===== config.mk =====
export PLATFORM = sky130hd
export DESIGN_NAME = wb_commit_arbiter
export DESIGN_NICKNAME = d
export VERILOG_FILES = /design/src/rtl/wb_commit_arbiter_pkg.sv /design/src/rtl/wb_commit_arbiter_fifo.sv /design/src/rtl/wb_commit_arbiter.sv
export SDC_FILE = /design/constraint.sdc
export NUM_CORES = 1
export LEC_CHECK = 0
export BUFFER_PORTS_ARGS = -buffer_cell sky130_fd_sc_hd__buf_4
export CAP_MARGIN = 30
export CORE_UTILIZATION = 60
export DETAILED_ROUTE_END_ITERATION = 16
export HOLD_SLACK_MARGIN = 0.06
export MAX_ROUTING_LAYER = met4
export PLACE_DENSITY = 0.91
export RECOVER_POWER = 25
export SYNTH_ARGS = -nofsm -noshare
export SYNTH_HDL_FRONTEND = slang
export SYNTH_SLANG_ARGS = --single-unit

===== constraint.sdc =====
create_clock -name clk -period 16.5 [get_ports clk]
set_input_delay 0.825 -clock clk [delete_from_list [all_inputs] [get_ports clk]]
set_output_delay 0.825 -clock clk [all_outputs]
set_load 0.02 [all_outputs]

===== src/rtl/wb_commit_arbiter_pkg.sv =====
// Shared regfile bus definitions and small helpers for the writeback commit arbiter.
// The optional starve guard is enabled by defining YSYX22040228_WB_STARVE_GUARD_EN.
package wb_commit_arbiter_pkg;
   localparam int              REGBUS     = 64;
   localparam int              REGADDRBUS = 5;
   localparam logic            WENABLE    = 1'b1;
   localparam logic [63:0]     ZEROWORD   = 64'h0;

   typedef enum logic [1:0] {
      GNT_NONE = 2'd0,
      GNT_EXE  = 2'd1,
      GNT_LSU  = 2'd2
   } gnt_e;

   // Occupancy counter must represent 0..DEPTH inclusive.
   function automatic int cnt_w(input int depth);
      return $clog2(depth) + 1;
   endfunction
endpackage


===== src/rtl/wb_commit_arbiter_fifo.sv =====
// Per-source result FIFO (wb_fifo): DEPTH entries of {rd, data}, with per-entry valid/rd
// exposed so the top can match pending writes against every buffered result.
module wb_fifo
   import wb_commit_arbiter_pkg::*;
#(
   parameter int DEPTH  = 2,
   parameter int ADDR_W = 5,
   parameter int DATA_W = 64
) (
   input  logic                          clk,
   input  logic                          rst,
   input  logic                          i_push,
   input  logic [ADDR_W-1:0]             i_rd,
   input  logic [DATA_W-1:0]             i_data,
   input  logic                          i_pop,
   output logic                          o_ready,
   output logic                          o_empty,
   output logic [ADDR_W-1:0]             o_head_rd,
   output logic [DATA_W-1:0]             o_head_data,
   output logic [DEPTH-1:0]              o_vld,
   output logic [DEPTH-1:0][ADDR_W-1:0]  o_rd
);
   localparam int PW = $clog2(DEPTH);
   localparam int CW = cnt_w(DEPTH);

   logic [DEPTH-1:0][ADDR_W-1:0] r_rd;
   logic [DEPTH-1:0][DATA_W-1:0] r_data;
   logic [DEPTH-1:0]             r_vld;
   logic [PW-1:0]                r_wptr;
   logic [PW-1:0]                r_rptr;
   logic [CW-1:0]                r_cnt;

   // Ready comes from the registered count only: a full FIFO stays closed even while popping.
   assign o_ready     = !rst && (r_cnt < CW'(DEPTH));
   assign o_empty     = (r_cnt == '0);
   assign o_head_rd   = r_rd[r_rptr];
   assign o_head_data = r_data[r_rptr];
   assign o_vld       = r_vld;
   assign o_rd        = r_rd;

   always_ff @(posedge clk) begin
      if (rst) begin
         r_wptr <= '0;
         r_rptr <= '0;
         r_cnt  <= '0;
         r_vld  <= '0;
      end else begin
         if (i_push) begin
            r_vld[r_wptr] <= 1'b1;
            r_wptr        <= r_wptr + 1'b1;
         end
         if (i_pop) begin
            r_vld[r_rptr] <= 1'b0;
            r_rptr        <= r_rptr + 1'b1;
         end
         r_cnt <= r_cnt + CW'(i_push) - CW'(i_pop);
      end
   end

   always_ff @(posedge clk) begin
      if (i_push && !rst) begin
         r_rd[r_wptr]   <= i_rd;
         r_data[r_wptr] <= i_data;
      end
   end
endmodule


===== src/rtl/wb_commit_arbiter.sv =====
// Writeback commit arbiter: buffers exe/lsu results, grants one regfile write per cycle
// (lsu first), and answers pending-write hazard queries. Option: YSYX22040228_WB_STARVE_GUARD_EN.
module wb_commit_arbiter
   import wb_commit_arbiter_pkg::*;
#(
   parameter int DATA_W = REGBUS,
   parameter int ADDR_W = REGADDRBUS,
   parameter int DEPTH  = 2
) (
   input  logic              clk,
   input  logic              rst,
   input  logic              exe_valid,
   output logic              exe_ready,
   input  logic [ADDR_W-1:0] exe_rd,
   input  logic [DATA_W-1:0] exe_data,
   input  logic              lsu_valid,
   output logic              lsu_ready,
   input  logic [ADDR_W-1:0] lsu_rd,
   input  logic [DATA_W-1:0] lsu_data,
   output logic              we,
   output logic [ADDR_W-1:0] waddr,
   output logic [DATA_W-1:0] wdata,
   input  logic [ADDR_W-1:0] pend_addr,
   output logic              pend_hit
);
   logic                         w_exe_empty, w_lsu_empty;
   logic [ADDR_W-1:0]            w_exe_hrd, w_lsu_hrd;
   logic [DATA_W-1:0]            w_exe_hdata, w_lsu_hdata;
   logic [DEPTH-1:0]             w_exe_vld, w_lsu_vld;
   logic [DEPTH-1:0][ADDR_W-1:0] w_exe_rdv, w_lsu_rdv;
   gnt_e                         w_gnt;
   logic                         w_hit;

   logic              r_we;
   logic [ADDR_W-1:0] r_waddr;
   logic [DATA_W-1:0] r_wdata;

   wb_fifo #(.DEPTH(DEPTH), .ADDR_W(ADDR_W), .DATA_W(DATA_W)) u_exe_fifo (
      .clk(clk), .rst(rst),
      .i_push(exe_valid && exe_ready), .i_rd(exe_rd), .i_data(exe_data),
      .i_pop(w_gnt == GNT_EXE),
      .o_ready(exe_ready), .o_empty(w_exe_empty),
      .o_head_rd(w_exe_hrd), .o_head_data(w_exe_hdata),
      .o_vld(w_exe_vld), .o_rd(w_exe_rdv)
   );

   wb_fifo #(.DEPTH(DEPTH), .ADDR_W(ADDR_W), .DATA_W(DATA_W)) u_lsu_fifo (
      .clk(clk), .rst(rst),
      .i_push(lsu_valid && lsu_ready), .i_rd(lsu_rd), .i_data(lsu_data),
      .i_pop(w_gnt == GNT_LSU),
      .o_ready(lsu_ready), .o_empty(w_lsu_empty),
      .o_head_rd(w_lsu_hrd), .o_head_data(w_lsu_hdata),
      .o_vld(w_lsu_vld), .o_rd(w_lsu_rdv)
   );

`ifdef YSYX22040228_WB_STARVE_GUARD_EN
   logic [1:0] r_starve_cnt;
   logic       r_force_exe;

   // Four lsu grants in a row with exe waiting earn exe the next slot.
   always_ff @(posedge clk) begin
      if (rst) begin
         r_starve_cnt <= 2'd0;
         r_force_exe  <= 1'b0;
      end else if (w_exe_empty || w_gnt == GNT_EXE) begin
         r_starve_cnt <= 2'd0;
         r_force_exe  <= 1'b0;
      end else if (w_gnt == GNT_LSU) begin
         if (r_starve_cnt == 2'd3) begin
            r_starve_cnt <= 2'd0;
            r_force_exe  <= 1'b1;
         end else begin
            r_starve_cnt <= r_starve_cnt + 2'd1;
         end
      end
   end

   always_comb begin
      w_gnt = GNT_NONE;
      if (r_force_exe && !w_exe_empty) w_gnt = GNT_EXE;
      else if (!w_lsu_empty)           w_gnt = GNT_LSU;
      else if (!w_exe_empty)           w_gnt = GNT_EXE;
   end
`else
   always_comb begin
      w_gnt = GNT_NONE;
      if (!w_lsu_empty)      w_gnt = GNT_LSU;
      else if (!w_exe_empty) w_gnt = GNT_EXE;
   end
`endif

   // x0 results still consume their slot but never assert the write enable.
   always_ff @(posedge clk) begin
      if (rst) begin
         r_we    <= ~WENABLE;
         r_waddr <= '0;
         r_wdata <= DATA_W'(ZEROWORD);
      end else begin
         r_we <= ~WENABLE;
         if (w_gnt == GNT_LSU) begin
            r_we    <= (w_lsu_hrd != '0) ? WENABLE : ~WENABLE;
            r_waddr <= w_lsu_hrd;
            r_wdata <= w_lsu_hdata;
         end else if (w_gnt == GNT_EXE) begin
            r_we    <= (w_exe_hrd != '0) ? WENABLE : ~WENABLE;
            r_waddr <= w_exe_hrd;
            r_wdata <= w_exe_hdata;
         end
      end
   end

   assign we    = r_we;
   assign waddr = r_waddr;
   assign wdata = r_wdata;

   always_comb begin
      w_hit = r_we && (r_waddr == pend_addr);
      for (int i = 0; i < DEPTH; i++) begin
         if (w_exe_vld[i] && w_exe_rdv[i] == pend_addr) w_hit = 1'b1;
         if (w_lsu_vld[i] && w_lsu_rdv[i] == pend_addr) w_hit = 1'b1;
      end
   end

   assign pend_hit = (pend_addr != '0) && w_hit;
endmodule


==> impl_metrics.py <==
metrics = {
    "global_routing": {
        "use_met2_pct": 43.13,
        "grtUsageMet1_pct": 33.53,
        "grt_max_degree": 87,
        "grt_pass1_wl_mm": 43.27,
        "grt_overflow": 0,
        "grt_pass1_vias": 8093,
        "use_met3_pct": 4.634,
        "busiest_layer": "met2",
        "antenna_found_initial": 2,
        "track_usage_pct": 26.57,
    },
    "timing": {
        "whs_ps": 487.6,
        "rsz0062_at_grt": "no",
        "setup_ws_ps": 13700,
        "max_slew_margin_pct": 43.76,
        "finalCritPeriodShare_pct": 16.99,
        "fin_tns_setup_ps": 0,
        "hold_viol": 0,
        "drv_slew": 0,
        "skew_ps": 19.69,
        "max_freq_mhz": 356.8,
        "fin_crit_ps": 2803,
        "tightest_slew_ps": 843.6,
        "setup_violations": 0,
    },
    "power": {
        "peakVddDrop_mv": 0.1183,
        "total_power_mw": 2.361,
        "power.density_nw_per_um2": 146.9,
        "p_leak_nw": 5.677,
    },
    "layout": {
        "seqCellArea_um2": 9933,
        "fin_cells": 1364,
        "multiInputGateArea_um2": 2907,
        "nNetsFinal": 1211,
        "n_fill_cell": 1200,
        "final_area_um2": 16080,
        "layout.cells.most_common": "edfxtp_1",
        "drive_gt1_share_pct": 26.03,
        "final_cell_mix": "edfxtp_1, buf_4, a21oi_1, nor2_1, dfxtp_1",
        "post-route-util_pct": 75.75,
        "area_growth_pct": 22.82,
    },
    "placed_design": {
        "dp.cells": 1296,
        "placedInstanceArea_um2": 14900,
        "post-place-ws_ps": 12900,
        "gp_congestion": 0.8598,
        "port_buffers": 219,
        "hpwl_mm": 17.14,
    },
    "critical_path": {
        "path_delay_family": "simple AND/OR/NAND/NOR gates",
        "arrival_ps": 1980,
        "r2r-end": "wdata[54]",
        "crit_path_start": "u_lsu_fifo.o_rd[1]",
        "path_buf_inv": 1,
        "cpMostUsedCell": "nand3_1",
        "crit_path_end": "pend_hit",
        "r2r_start": "u_lsu_fifo.r_rptr",
        "ff2ff_path_depth": 4,
        "max_stage_delay_ps": 460,
        "cp.required_ps": 15670,
        "ff2ff_setup_slack_ps": 14030,
        "cp_max_fo": 3,
        "critPathCaptureType": "output pin",
        "cp_slowest_cell": "edfxtp_1",
        "worst_setup_path_start_kind": "register",
        "path_cells": "xor2_1 -> nor4_1 -> nand3_1 -> nand3_1 -> o22a_1 -> buf_4",
        "crit_cells": 6,
        "criticalPathCategory": "reg -> out",
    },
    "detailed_routing": {
        "drt-pass1-iter-count": 5,
        "wire_per_inst_um": 21.10,
        "drt_iter0_drc": 541,
        "viasPerCell": 5.894,
        "vias": 8039,
        "wl_mm": 28.78,
        "drc": 0,
        "ant_nets": 0,
    },
    "die": {
        "die_w_um": 149.7,
        "pin_count": 220,
        "core_region_area_um2": 21220,
        "dieArea_um2": 22410,
        "initial_core_util_pct": 61.68,
        "die_y_um": 149.7,
        "std_cell_rows": 53,
    },
    "yosys": {
        "async_reset_ff_share_pct": 0,
        "postSynthCellCount": 845,
        "yosysWarnings": 0,
        "synth_top_area_cell": "edfxtp_1",
        "avgSynthCellArea_um2": 15.49,
        "synth_nets": 994,
        "synth_top_area_share_pct": 63.32,
        "synth_edf_count": 276,
        "synth.distinct_cells": 36,
        "synth_seq_area_share_pct": 75.86,
        "mappedNetlistArea_um2": 13090,
        "synth.area.top_cells": "edfxtp_1, dfxtp_1, mux2i_1",
        "ys.flop_type": "edfxtp_1",
        "ys_ff_latch": 358,
    },
    "clock_tree": {
        "postCtsHoldBufs": 0,
        "ctsHtreeMaxLevel": 2,
        "numCtsBuffers": 34,
        "cts_root_buf": "clkbuf_16",
        "clk_pin_slew_ps": 60,
        "clk_path_buf_depth": 3,
        "cts_setup_buffers": 0,
        "cts_tree": "yes",
        "clk_latency_ps": 520,
        "clock-sinks": 358,
        "cts_resized": 0,
    },
    "hold_path": {
        "hold_path.class": "reg -> reg",
    },
    "outcome": {
        "outcome": "completed",
    },
    "run": {
        "max_cap_violations": 0,
    },
}
## kinds of logic after synthesis
group,synth area share [%]
DFF,75.86
xor gates and xnor gates,2.007
AOI/OAI and AO/OA,10.05
muxes,5.659
buffers and inverters,2.275
adders and majority gates,0.1912
and+or+nand+nor,3.958
## sequential cells by signal, summed over array words and instances (netlist names)
signal and cells:
u_lsu_fifo.r_wptr 1, u_lsu_fifo.r_rptr 1, u_exe_fifo.r_data 128, u_lsu_fifo.r_data 128, u_lsu_fifo.r_cnt 2, we 1, u_lsu_fifo.o_vld 2, u_exe_fifo.r_rptr 1
u_exe_fifo.r_cnt 2, u_exe_fifo.o_vld 2, u_lsu_fifo.o_rd 10, u_exe_fifo.o_rd 10, wdata 64, u_exe_fifo.r_wptr 1, waddr 5
## worst min path at each step
stage	start	to	slack, ps	cells after the start
2_1_floorplan	u_lsu_fifo.o_vld[0]	u_lsu_fifo.o_vld[0]	470	2
5_1_grt	lsu_data[23]	u_lsu_fifo.r_data[23]	490	1
4_1_cts	lsu_data[27]	u_lsu_fifo.r_data[91]	480	1
3_3_place_gp	waddr[0]	waddr[0]	480	2
3_5_place_dp	waddr[0]	waddr[0]	480	2
6_report	waddr[0]	waddr[0]	490	2
## synth_stat cells (all sizes together), types with 7 or more instances
master,n
a22oi,65
dfxtp,82
nor2,84
nor4,7
xnor2,7
a21oi,135
mux2i,74
buf,33
nor3,7
clkbuf,19
edfxtp,276
xor2,23
## layer usage
| layer | vias to the layer above | part of all wire, % | wire, µm |
|---|---|---|---|
| li1 | 3647 | - | - |
| met1 | 3909 | 38 | 10890 |
| met2 | 421 | 50 | 14450 |
| met3 | 62 | 9.0 | 2591 |
| met4 | 0 | 2.9 | 845 |
| met5 | - | 0 | 0 |
## cell type report
cell class                 instances  area share (%)
antenna                            2         0.03113
clock buffer                      41           5.581
clock inverter                    20           1.572
inverter                           2         0.04670
multi-input combinational        433           18.08
sequential                       358           61.79
tap                              275           2.140
timing repair buffer             233           10.76
## tightest hold or removal path, cell delays in order (launching register included)
cell and delay, ps:
dfxtp_1 330, nand2_1 60, a21oi_1 50
## where the power goes
| group | switching, mW | internal [mW] | leakage [nW] | total (mW) |
|---|---|---|---|---|
| registers | 0.0631 | 1.06 | 3.21 | 1.13 |
| clock network | 0.323 | 0.470 | 0.547 | 0.793 |
| logic | 0.259 | 0.182 | 1.92 | 0.441 |
| total | 0.645 | 1.72 | 5.68 | 2.36 |
No activity file was read; power rests on OpenSTA's default activity.
